$ cat config.mk
export PLATFORM = sky130hd
export DESIGN_NAME = pipeline_ctrl_n
export DESIGN_NICKNAME = d
export VERILOG_FILES = /design/src/rtl/pipeline_ctrl_n.sv
export SDC_FILE = /design/constraint.sdc
export NUM_CORES = 1
export LEC_CHECK = 0
export ABC_AREA = 1
export BUFFER_PORTS_ARGS = -buffer_cell sky130_fd_sc_hd__buf_4
export CORE_ASPECT_RATIO = 0.9
export CORE_MARGIN = 2
export CORE_UTILIZATION = 54
export CTS_CLUSTER_SIZE = 16
export DETAILED_ROUTE_END_ITERATION = 10
export PLACE_DENSITY = 0.95
export RECOVER_POWER = 25
export SETUP_SLACK_MARGIN = 0.1
export SLEW_MARGIN = 20
export SYNTH_ARGS = -nofsm -noshare
export SYNTH_HDL_FRONTEND = slang
export SYNTH_SLANG_ARGS = --single-unit
$ cat constraint.sdc
create_clock -name clk -period 4.3 [get_ports clk]
set_clock_uncertainty 0.2 [all_clocks]
set_input_delay 0.43 -clock clk [delete_from_list [all_inputs] [get_ports clk]]
set_output_delay 0.43 -clock clk [all_outputs]
set_load 0.05 [all_outputs]
$ cat src/rtl/pipeline_ctrl_n.sv
// Hazard and redirect controller for an N-stage in-order pipeline.
// Produces per-stage stall/flush vectors, a load-use interlock across several
// producer slots, a fetch redirect that is held until fetch can take it, a
// vectored exception redirect with a one-cycle global flush, and a saturating
// count of decode-stall cycles.
module pipeline_ctrl_n #(
    parameter int                    DATA_WIDTH   = 32,
    parameter int                    PREG_WIDTH   = 6,
    parameter int                    NUM_STAGES   = 5,
    parameter int                    BRANCH_STAGE = 2,
    parameter int                    LOAD_DEPTH   = 1,
    parameter logic [DATA_WIDTH-1:0] EXC_VEC_BASE = 32'h00000180,
    parameter int                    CNT_WIDTH    = 32
) (
    input  logic                             clk,
    input  logic                             rst,
    input  logic                             run,
    input  logic [NUM_STAGES-1:0]            stage_busy,
    input  logic                             regfile_stall,
    input  logic                             dec_branch,
    input  logic                             dec_rs_en,
    input  logic [PREG_WIDTH-1:0]            dec_rs_addr,
    input  logic                             dec_rt_en,
    input  logic [PREG_WIDTH-1:0]            dec_rt_addr,
    input  logic [LOAD_DEPTH-1:0]            ld_valid,
    input  logic [LOAD_DEPTH*PREG_WIDTH-1:0] ld_waddr,
    input  logic                             br_take,
    input  logic [DATA_WIDTH-1:0]            br_target,
    input  logic                             exc_valid,
    input  logic                             exc_eret,
    input  logic [4:0]                       exc_code,
    input  logic [DATA_WIDTH-1:0]            epc,
    output logic [NUM_STAGES-1:0]            stall,
    output logic [NUM_STAGES-1:0]            flush,
    output logic                             redirect_valid,
    output logic [DATA_WIDTH-1:0]            redirect_target,
    output logic                             global_flush,
    output logic [CNT_WIDTH-1:0]             stall_cycles
);

    logic                  active;
    logic                  load_use;
    logic                  br_go;
    logic [NUM_STAGES-1:0] local_stall;
    logic [NUM_STAGES-1:0] stall_chain;
    logic [NUM_STAGES-1:0] flush_vec;
    logic                  pend_v;
    logic [DATA_WIDTH-1:0] pend_tgt;
    logic                  discard;
    logic [DATA_WIDTH-1:0] exc_target;
    logic [DATA_WIDTH-1:0] exc_offset;

    assign active = ~rst & run;

    // Load-use interlock: decode reads a register that an in-flight load has
    // not yet produced. Register 0 is deliberately not treated specially.
    always_comb begin
        load_use = 1'b0;
        for (int k = 0; k < LOAD_DEPTH; k++) begin
            if (ld_valid[k] &&
                ((dec_rs_en && dec_rs_addr == ld_waddr[k*PREG_WIDTH +: PREG_WIDTH]) ||
                 (dec_rt_en && dec_rt_addr == ld_waddr[k*PREG_WIDTH +: PREG_WIDTH])))
                load_use = 1'b1;
        end
    end

    // Local stall causes and back-propagation toward fetch; a stage may only
    // inject a bubble when the stage after it is moving.
    always_comb begin
        local_stall    = stage_busy;
        local_stall[1] = stage_busy[1] | regfile_stall | (dec_branch & stage_busy[0]) | load_use;
        stall_chain    = '0;
        stall_chain[NUM_STAGES-1] = local_stall[NUM_STAGES-1];
        for (int i = NUM_STAGES - 2; i >= 0; i--)
            stall_chain[i] = local_stall[i] | stall_chain[i+1];
        flush_vec = '0;
        flush_vec[NUM_STAGES-1] = local_stall[NUM_STAGES-1];
        for (int i = 0; i < NUM_STAGES - 1; i++)
            flush_vec[i] = local_stall[i] & ~stall_chain[i+1];
        // A branch only counts once it is actually leaving its resolve stage.
        br_go = active & br_take & ~stall_chain[BRANCH_STAGE];
        if (br_go) begin
            for (int j = 0; j < BRANCH_STAGE; j++)
                flush_vec[j] = 1'b1;
        end
        if (discard)
            flush_vec[0] = 1'b1;
        if (global_flush)
            flush_vec = '1;
    end

    // Output muxing: halted or in reset freezes every stage and drops redirect.
    always_comb begin
        stall           = '1;
        flush           = '1;
        redirect_valid  = 1'b0;
        redirect_target = '0;
        if (active) begin
            stall = stall_chain;
            flush = flush_vec;
            if (br_go) begin
                redirect_valid  = 1'b1;
                redirect_target = br_target;
            end else if (pend_v) begin
                redirect_valid  = 1'b1;
                redirect_target = pend_tgt;
            end
        end
    end

    // Exception vector: base plus cause code scaled by 8, or EPC for ERET.
    always_comb begin
        exc_offset      = '0;
        exc_offset[7:0] = {exc_code, 3'b000};
        exc_target      = exc_eret ? epc : EXC_VEC_BASE + exc_offset;
    end

    // Pending redirect, in-flight discard and global flush state.
    always_ff @(posedge clk) begin
        if (rst) begin
            pend_v       <= 1'b0;
            pend_tgt     <= '0;
            discard      <= 1'b0;
            global_flush <= 1'b0;
        end else begin
            global_flush <= exc_valid & run;
            if (exc_valid && run) begin
                pend_v   <= 1'b1;
                pend_tgt <= exc_target;
            end else if (redirect_valid && stall[0]) begin
                pend_v   <= 1'b1;
                pend_tgt <= redirect_target;
            end else if (redirect_valid) begin
                pend_v   <= 1'b0;
            end
            if (redirect_valid && !stall[0] && stage_busy[0])
                discard <= 1'b1;
            else if (!stage_busy[0])
                discard <= 1'b0;
        end
    end

    // Saturating count of cycles where decode is held while the core runs.
    always_ff @(posedge clk) begin
        if (rst)
            stall_cycles <= '0;
        else if (run && stall[1] && stall_cycles != {CNT_WIDTH{1'b1}})
            stall_cycles <= stall_cycles + 1'b1;
    end

endmodule

==> results of run 1 <==
cell usage after synthesis, drive strengths merged, types with 2 or more instances:
cell      n
a21oi    67
xnor2    10
o22ai     3
clkinv    2
nor2    115
a31oi    12
o21ai    60
nand2   198
nand3    73
xor2     19
inv      79
buf      25
clkbuf   21
dfxtp    67
a21boi    2
nor3     27
nand4     9
where the power goes:
part | leakage (nW) | total [mW] | internal (mW) | switching, mW
clock | 0.108 | 0.596 | 0.342 | 0.254
combinational | 2.17 | 0.296 | 0.120 | 0.176
sequential | 0.546 | 0.661 | 0.646 | 0.0156
total | 2.83 | 1.55 | 1.11 | 0.446
how the worst max path moves through the flow:
stage,start,depth (start not counted),endpoint,slack [ps]
after floorplan,ld_waddr[3],11,flush[0],930
after global placement,rst,10,pend_v,1120
after detailed placement,rst,10,pend_v,1040
after CTS,rst,9,redirect_target[27],1210
after global routing,rst,8,redirect_target[29],980
final,rst,9,redirect_target[27],1160
critical path, cell delays in order:
cell and delay [ps]:
buf_4 340, inv_4 230, nand2_4 150, nor2_4 60, nand2_2 550, o21ai_0 260, o21ai_1 190, inv_1 70
buf_4 190
registers in the layout, indices dropped and copies added, names as in the netlist:
register	count
pend_v	1
global_flush	1
pend_tgt	32
discard	1
stall_cycles	32
metrics by stage:
step | utilization | cells | instance area, um^2 | setup WS [ps]
2_1_floorplan | - | 796 | 4790 | 931
3_3_place_gp | 0.701 | 1048 | 6030 | 1120
3_5_place_dp | 0.701 | 1048 | 6030 | 1040
4_1_cts | 0.727 | 1064 | 6260 | 1210
5_1_grt | 0.713 | 1064 | 6130 | 975
6_report | 0.713 | 1064 | 6130 | 1160
metal layers:
layer | part of all wire | vias to the layer above | routed length (um) | track usage
li1 | - | 2859 | - | -
met1 | 0.42 | 2588 | 5960 | 0.377
met2 | 0.47 | 307 | 6600 | 0.472
met3 | 0.094 | 32 | 1330 | 0.0717
met4 | 0.021 | 0 | 299 | 0.0866
met5 | 0 | - | 0 | 0
kinds of logic (layout without fill, tap and decap cells):
kind of cell	after synthesis	after routing	synth area share
and+or+nand+nor	425	425	0.387
adders and majority gates	1	1	0.00261
buffers and inverters	127	276	0.117
xor gates and xnor gates	29	29	0.0530
AOI/OAI and AO/OA	147	147	0.161
DFF	67	67	0.280
final cells by class:
| type | instances | area, um^2 | share of cell area |
|---|---|---|---|
| Tap cell | 119 | 149 | 0.0243 |
| Clock buffer | 10 | 138 | 0.0224 |
| Inverter | 81 | 309 | 0.0504 |
| Sequential cell | 67 | 1340 | 0.219 |
| Clock inverter | 6 | 88.8 | 0.0145 |
| Multi-Input combinational cell | 602 | 2890 | 0.471 |
| Timing Repair Buffer | 179 | 1220 | 0.199 |
==> reports/results.txt, run 1 <==
status = complete, no violations
Synth-to-Final Area Change = 28.1%
number of max-slew violations in the final report = 0
CP arrival = 2510 ps
crit end category = output pin
post-CTS sizing = 0
reg-to-reg slack, setup = 1490 ps
reg2reg path depth = 9
Setup TNS = 0 ps
Site Rows = 32
ant diodes = 0
Reg2Reg Launch Point = stall_cycles[0]
Post-synth top flop = dfxtp_1
min-delay worst type = in2reg
clock input transition at the sequential cells of the worst setup and hold paths = 70 ps
overall power = 1.55 mW
drt first pass iters = 5
FFs w/ async S/R, synth = 0
FILL cells = 759
Hold Path Depth = 3
Mapped Cells = 796
starting density of the core = 0.556
mapped cell area = 4790 um^2
Root Driver = clkbuf_8
clk sink count = 67
period utilization = 0.730
required time worst endpoint = 3670 ps
CTS Hold Buffers Added = 0
H-tree lvl count = 3
synthesized area per cell = 6.02 um^2
post-synth top area cell = dfxtp_1
Ys Warns = 0
slew margin rel. = 0.396
IO Port Bufs = 178
Vias = 5786
crit path time final = 3140 ps
initial antenna violation count = 0
CP Class = in2out
Synth cell types = 36
Layout Nets = 1044
Max VDD drop = 154 uV
WHS = 136 ps
Max Cap Viol = 0
worst skew pair latency = 360 ps
hpwl dp = 10400 um
Max clock buf depth = 2
post-synth top area share = 0.280
unrepaired setup endpoints after global routing = false
ranking of synthesized cells by area = dfxtp_1, nand2_1, nor2_1
Die Width = 103 um
chip height = 93.3 um
syn nets = 900
Worst Path Max Fanout = 48
Seq/Total Area, Yosys = 0.280
Post-synth EDFFs = 0
post-route ant nets = 0
Seq cells post-synth = 67
# IOs = 179
Core Region = 8610 um^2
Routed WL = 14200 um
DR iter-0 viols = 353
hold_sp = stage_busy[0]
CTS Buf Count = 9
# setup viols final = 0
worst hold endpoint = discard
largest net degree at the start of global routing = 49
Final GP Congestion = 0.983
gr ovfl total = 0
CTS tree = done
fraction of layout cells with a size suffix above 1 = 0.196
pwr dens = 253 nW/um^2
Lkg Pwr = 2.83 nW
number of global-route vias before repair = 5030
global-route wire length before repair = 22600 um
GRT Resource Usage Total = 0.290
mean routed wirelength per cell = 13.3 um
maximum clock frequency = 0.319 GHz
setup bufs post-CTS = 0
vias per inst = 5.44
full die area = 9640 um^2
commonest non-fill, non-tap cells in the layout = nand2_1, buf_4, nor2_1, inv_1, nand3_1
most common cell after layout, fill and taps aside = nand2_1
Startpoint Class = input pin
worst-margin pin slew = 906 ps
Critical R2R Capture = stall_cycles[19]
final hold vios = 0
DR DRC count = 0
Note: power is estimated with default switching activity, not from simulation.
==> inputs of run 2 (changes only) <==
Settings changed: CORE_UTILIZATION 54 to 50, PLACE_DENSITY 0.95 to 0.9.
Clock period 4.3 ns to 3.3 ns, I/O delays scaled along.
==> reports/results.txt, run 2 (synthesis gave the netlist of run 1 again) <==
status = complete, no violations
met3 WL post-DR = 1160 um (-13%)
placed cell count = 1059 (+1.0%)
Post-Place Setup Slack = 652 ps (-386 ps)
mean routed wirelength per cell = 13.2 um (-1.4%)
design area = 6150 um^2 (+0.20%)
worst-margin pin slew = 1490 ps (+582 ps)
# IOs = 179 (unchanged)
vias per inst = 5.27 (-3.0%)
initial antenna violation count = 0 (unchanged)
Routed WL = 14100 um (-0.34%)
H-tree lvl count = 3 (unchanged)
crit path time final = 2680 ps
Worst Path Max Fanout = 48 (unchanged)
worst skew pair latency = 350 ps (about the same)
hpwl dp = 10300 um (-0.63%)
Layout Nets = 1052 (+0.77%)
GRT Resource Usage Total = 0.260 (-0.0292)
ant diodes = 0 (unchanged)
DR DRC count = 0 (unchanged)
full die area = 10400 um^2 (+7.7%)
Lkg Pwr = 2.84 nW (+0.30%)
IO Port Bufs = 178 (unchanged)
Core Region = 9210 um^2 (+7.0%)
Die Width = 107 um (+3.8%)
clk sink count = 67 (unchanged)
Site Rows = 33 (+3.1%)
Setup TNS = 0 ps (unchanged)
fraction of layout cells with a size suffix above 1 = 0.200 (+0.00465)
Startpoint Class = input pin
required time worst endpoint = 2770 ps (-900 ps)
clock input transition at the sequential cells of the worst setup and hold paths = 80 ps (about the same)
global-route wire length before repair = 22600 um (-0.27%)
number of max-slew violations in the final report = 0 (unchanged)
slew margin rel. = 0.00803 (-0.388)
min-delay worst type = in2reg
final hold vios = 0 (unchanged)
largest net degree at the start of global routing = 49 (unchanged)
gr ovfl total = 0 (unchanged)
cell area after placement = 6100 um^2 (+1.1%)
crit end category = output pin
starting density of the core = 0.520 (-0.0362)
pwr dens = 306 nW/um^2 (+21%)
CTS Buf Count = 9 (unchanged)
final worst slack = 621 ps (-541 ps)
Final GP Congestion = 0.960 (-2.4%)
commonest non-fill, non-tap cells in the layout = nand2_1, buf_4, nor2_1, inv_1, nand3_1
DR iter-0 viols = 332 (-5.9%)
Max Cap Viol = 0 (unchanged)
Root Driver = clkbuf_8
CP Class = in2out
# setup viols final = 0 (unchanged)
drt first pass iters = 7 (+2)
setup bufs post-CTS = 0 (unchanged)
fin util = 0.668 (-0.0450)
Top Registers = pend_tgt x32, stall_cycles x32
post-route ant nets = 0 (unchanged)
routed wl met2 = 6740 um (+2.0%)
maximum clock frequency = 0.373 GHz
fin cells = 1075 (+1.0%)
Max VDD drop = 194 uV (+26%)
FILL cells = 889 (+17%)
CTS tree = done
M1 WL = 6140 um (+3.1%)
Vias = 5668 (-2.0%)
CP arrival = 2150 ps (-360 ps)
top layer used by detailed routing = met4
period utilization = 0.812
CTS Hold Buffers Added = 0 (unchanged)
most common cell after layout, fill and taps aside = nand2_1
chip height = 96.8 um (+3.8%)
number of global-route vias before repair = 4975 (-1.1%)
Synth-to-Final Area Change = 28.4%
unrepaired setup endpoints after global routing = false
post-CTS sizing = 0 (unchanged)
Max clock buf depth = 2 (unchanged)
[run 2: path summary, 6_finish.rpt]
path	slack, ps	to	cells after the start	startpoint
min	30	discard	3	stage_busy[0]
max	620	redirect_target[11]	8	stage_busy[3]
min reg2reg	240	discard	2	discard
max reg2reg	960	stall_cycles[5]	9	stall_cycles[0]
[run 2: critical path, stage by stage]
cell and delay (ps):
buf_4 120, nor2_2 180, nand2_2 120, nor2_4 140, nand2_2 480, o21ai_0 470
inv_1 90, buf_4 200
[run 2: through the flow]
step	hold slack (ps)	power [mW]
after floorplan	210	1.12
after global placement	220	1.26
after CTS	18.7	1.90
final	26.6	1.88
after detailed placement	232	1.27
after global routing	33.2	1.97
[run 2: area by class of cell]
class	instances	area, um^2	area share
multi-input combinational	602	2890	0.470
sequential	67	1340	0.218
timing repair buffer	187	1270	0.207
inverter	81	309	0.0503
tap	122	153	0.0248
clock buffer	9	124	0.0202
clock inverter	7	58.8	0.00957
[run 2: where the power goes]
group | internal [mW] | total (mW) | switching, mW | leakage, nW
combinational | 0.160 | 0.393 | 0.232 | 2.21
sequential | 0.841 | 0.857 | 0.0164 | 0.546
clock | 0.282 | 0.633 | 0.351 | 0.0868
[run 2: routing by layer]
layer / track usage / vias to the layer above
li1: - / 2886
met1: 0.342 / 2543
met2: 0.434 / 227
met3: 0.0600 / 12
met4: 0.0569 / 0
met5: 0 / -
==> inputs of run 3 (changes only) <==
Clock period 3.3 ns to 2.68 ns, I/O delays scaled along.
==> reports/results.txt, run 3 (synthesis gave the netlist of run 1 again) <==
status = complete, no violations
starting density of the core = 0.520 (unchanged)
commonest non-fill, non-tap cells in the layout = nand2_1, buf_4, nor2_1, inv_1, nand3_1
slew margin rel. = 0.569 (+0.561)
global-route wire length before repair = 24100 um (+6.6%)
CTS tree = done
Routed WL = 14300 um (+1.4%)
DR iter-0 viols = 420 (+27%)
Setup TNS = 0 ps (unchanged)
drt first pass iters = 5 (-2)
chip height = 96.8 um (unchanged)
min-delay worst type = in2reg
CP arrival = 2390 ps (+240 ps)
period utilization = 0.889
H-tree lvl count = 3 (unchanged)
reg-to-reg slack, setup = 300 ps (-660 ps)
Max clock buf depth = 2 (unchanged)
cell area after placement = 6130 um^2 (+0.49%)
slowest CP cell = dfxtp_1
number of max-slew violations in the final report = 0 (unchanged)
Root Driver = clkbuf_8
CP peak stage delay = 440 ps (-40 ps)
crit path time final = 2380 ps
Site Rows = 33 (unchanged)
busiest grt layer = met2
most common cell after layout, fill and taps aside = nand2_1
ant diodes = 0 (unchanged)
largest net degree at the start of global routing = 45 (-8.2%)
Final GP Congestion = 0.954 (-0.59%)
Lkg Pwr = 2.87 nW (+1.2%)
Worst Path Max Fanout = 17 (-65%)
DR DRC count = 0 (unchanged)
Max VDD drop = 202 uV (+4.4%)
design area = 6200 um^2 (+0.88%)
Vias = 5819 (+2.7%)
power share of the combinational group = 0.209 (about the same)
maximum clock frequency = 0.420 GHz
clock input transition at the sequential cells of the worst setup and hold paths = 70 ps (about the same)
clk sink count = 67 (unchanged)
met2 Use GR = 0.440 (+0.00584)
# IOs = 179 (unchanged)
met3 usage = 0.0654 (+0.00539)
number of global-route vias before repair = 5291 (+6.4%)
crit path capture = stall_cycles[22]
Top Registers = pend_tgt x32, stall_cycles x32
Core Region = 9210 um^2 (unchanged)
internal power = 1.62 mW (+26%)
Startpoint Class = flop
Synth-to-Final Area Change = 29.5%
full die area = 10400 um^2 (unchanged)
unrepaired setup endpoints after global routing = false
vias per inst = 5.39 (+2.2%)
reg2reg path depth = 9 (unchanged)
Seq pwr share = 0.458 (+0.003)
CP Class = reg2reg
worst-path cell chain = ha_1, nand2_2, nor2_4, nand2_2, nor3_4, nand4_4, buf_4, nand3_1, a21oi_1
Max Cap Viol = 0 (unchanged)
WHS = 86.6 ps (+60.0 ps)
Reg2Reg Launch Point = stall_cycles[0]
# setup viols final = 0 (unchanged)
P_sw = 685 uW (+14%)
CTS Buf Count = 9 (unchanged)
switching share of power = 0.297 (-0.0210)
final hold vios = 0 (unchanged)
GRT Resource Usage Total = 0.276 (+0.0153)
overall power = 2.30 mW (+22%)
initial antenna violation count = 0 (unchanged)
required time worst endpoint = 2690 ps (-80 ps)
clock power share = 0.333 (-0.003)
post-route ant nets = 0 (unchanged)
fraction of layout cells with a size suffix above 1 = 0.205 (+0.00417)
met1 Usage GRT = 0.363 (+0.0212)
mean routed wirelength per cell = 13.3 um (+0.94%)
gr ovfl total = 0 (unchanged)
worst-margin pin slew = 646 ps (-842 ps)
IO Port Bufs = 178 (unchanged)
pwr dens = 371 nW/um^2 (+21%)
fin util = 0.673 (+0.00584)
crit path from = stall_cycles[0]
crit end category = flop
most used cell along the critical path = nand2_2
hpwl dp = 10600 um (+2.5%)
worst skew pair latency = 340 ps (about the same)
Layout Nets = 1057 (+0.48%)
Critical R2R Capture = stall_cycles[22]
Die Width = 107 um (unchanged)
==> run 3: routing by layer <==
| metal | wire length, um | part of all wire |
|---|---|---|
| met1 | 6070 | 0.42 |
| met2 | 6600 | 0.46 |
| met3 | 1290 | 0.090 |
| met4 | 387 | 0.027 |
| met5 | 0 | 0 |
==> run 3: what timing repair did <==
item	CTS	global route
hold endpoints to repair	1	0
gates resized for setup	0	2
buffers inserted	0	0
hold buffers	1	0
endpoints found under the setup margin	0	25
==> run 3: through the flow <==
stage | std cells | setup slack (ps)
2_1_floorplan | 796 | 230
6_report | 1080 | 297
5_1_grt | 1080 | 116
4_1_cts | 1080 | 234
3_5_place_dp | 1063 | 286
3_3_place_gp | 1063 | 421
==> run 3: final cells by class <==
class	count	area, um^2
Clock inverter	4	25.0
Timing Repair Buffer	192	1320
Tap cell	122	153
Inverter	81	309
Fill cell	883	3010
Clock buffer	12	155
Multi-Input combinational cell	602	2900
Sequential cell	67	1340
==> run 3: power by group through the flow <==
| stage | clock, mW | sequential [mW] | combinational (mW) |
|---|---|---|---|
| final | 0.767 | 1.05 | 0.481 |
| after global routing | 0.829 | 1.06 | 0.533 |
| after CTS | 0.780 | 1.05 | 0.482 |
| after detailed placement | 0 | 1.08 | 0.479 |
| after global placement | 0 | 1.08 | 0.474 |
| after floorplan | 0 | 1.08 | 0.290 |
==> run 3: how the worst min path moves through the flow <==
stage,startpoint,end,slack [ps],cells past startpoint
2_1_floorplan,stage_busy[0],discard,190,2
3_3_place_gp,discard,discard,220,2
3_5_place_dp,discard,discard,230,2
4_1_cts,epc[15],pend_tgt[15],70,5
5_1_grt,epc[0],pend_tgt[0],80,5
6_report,epc[0],pend_tgt[0],90,5
==> run 3: critical path, delay by kind of cell (launching register included) <==
kind	cells	cell delay, ps
AOI/OAI and AO/OA	1	80
adders and majority gates	1	280
buffers and inverters	1	320
DFF	1	440
and+or+nand+nor	6	940
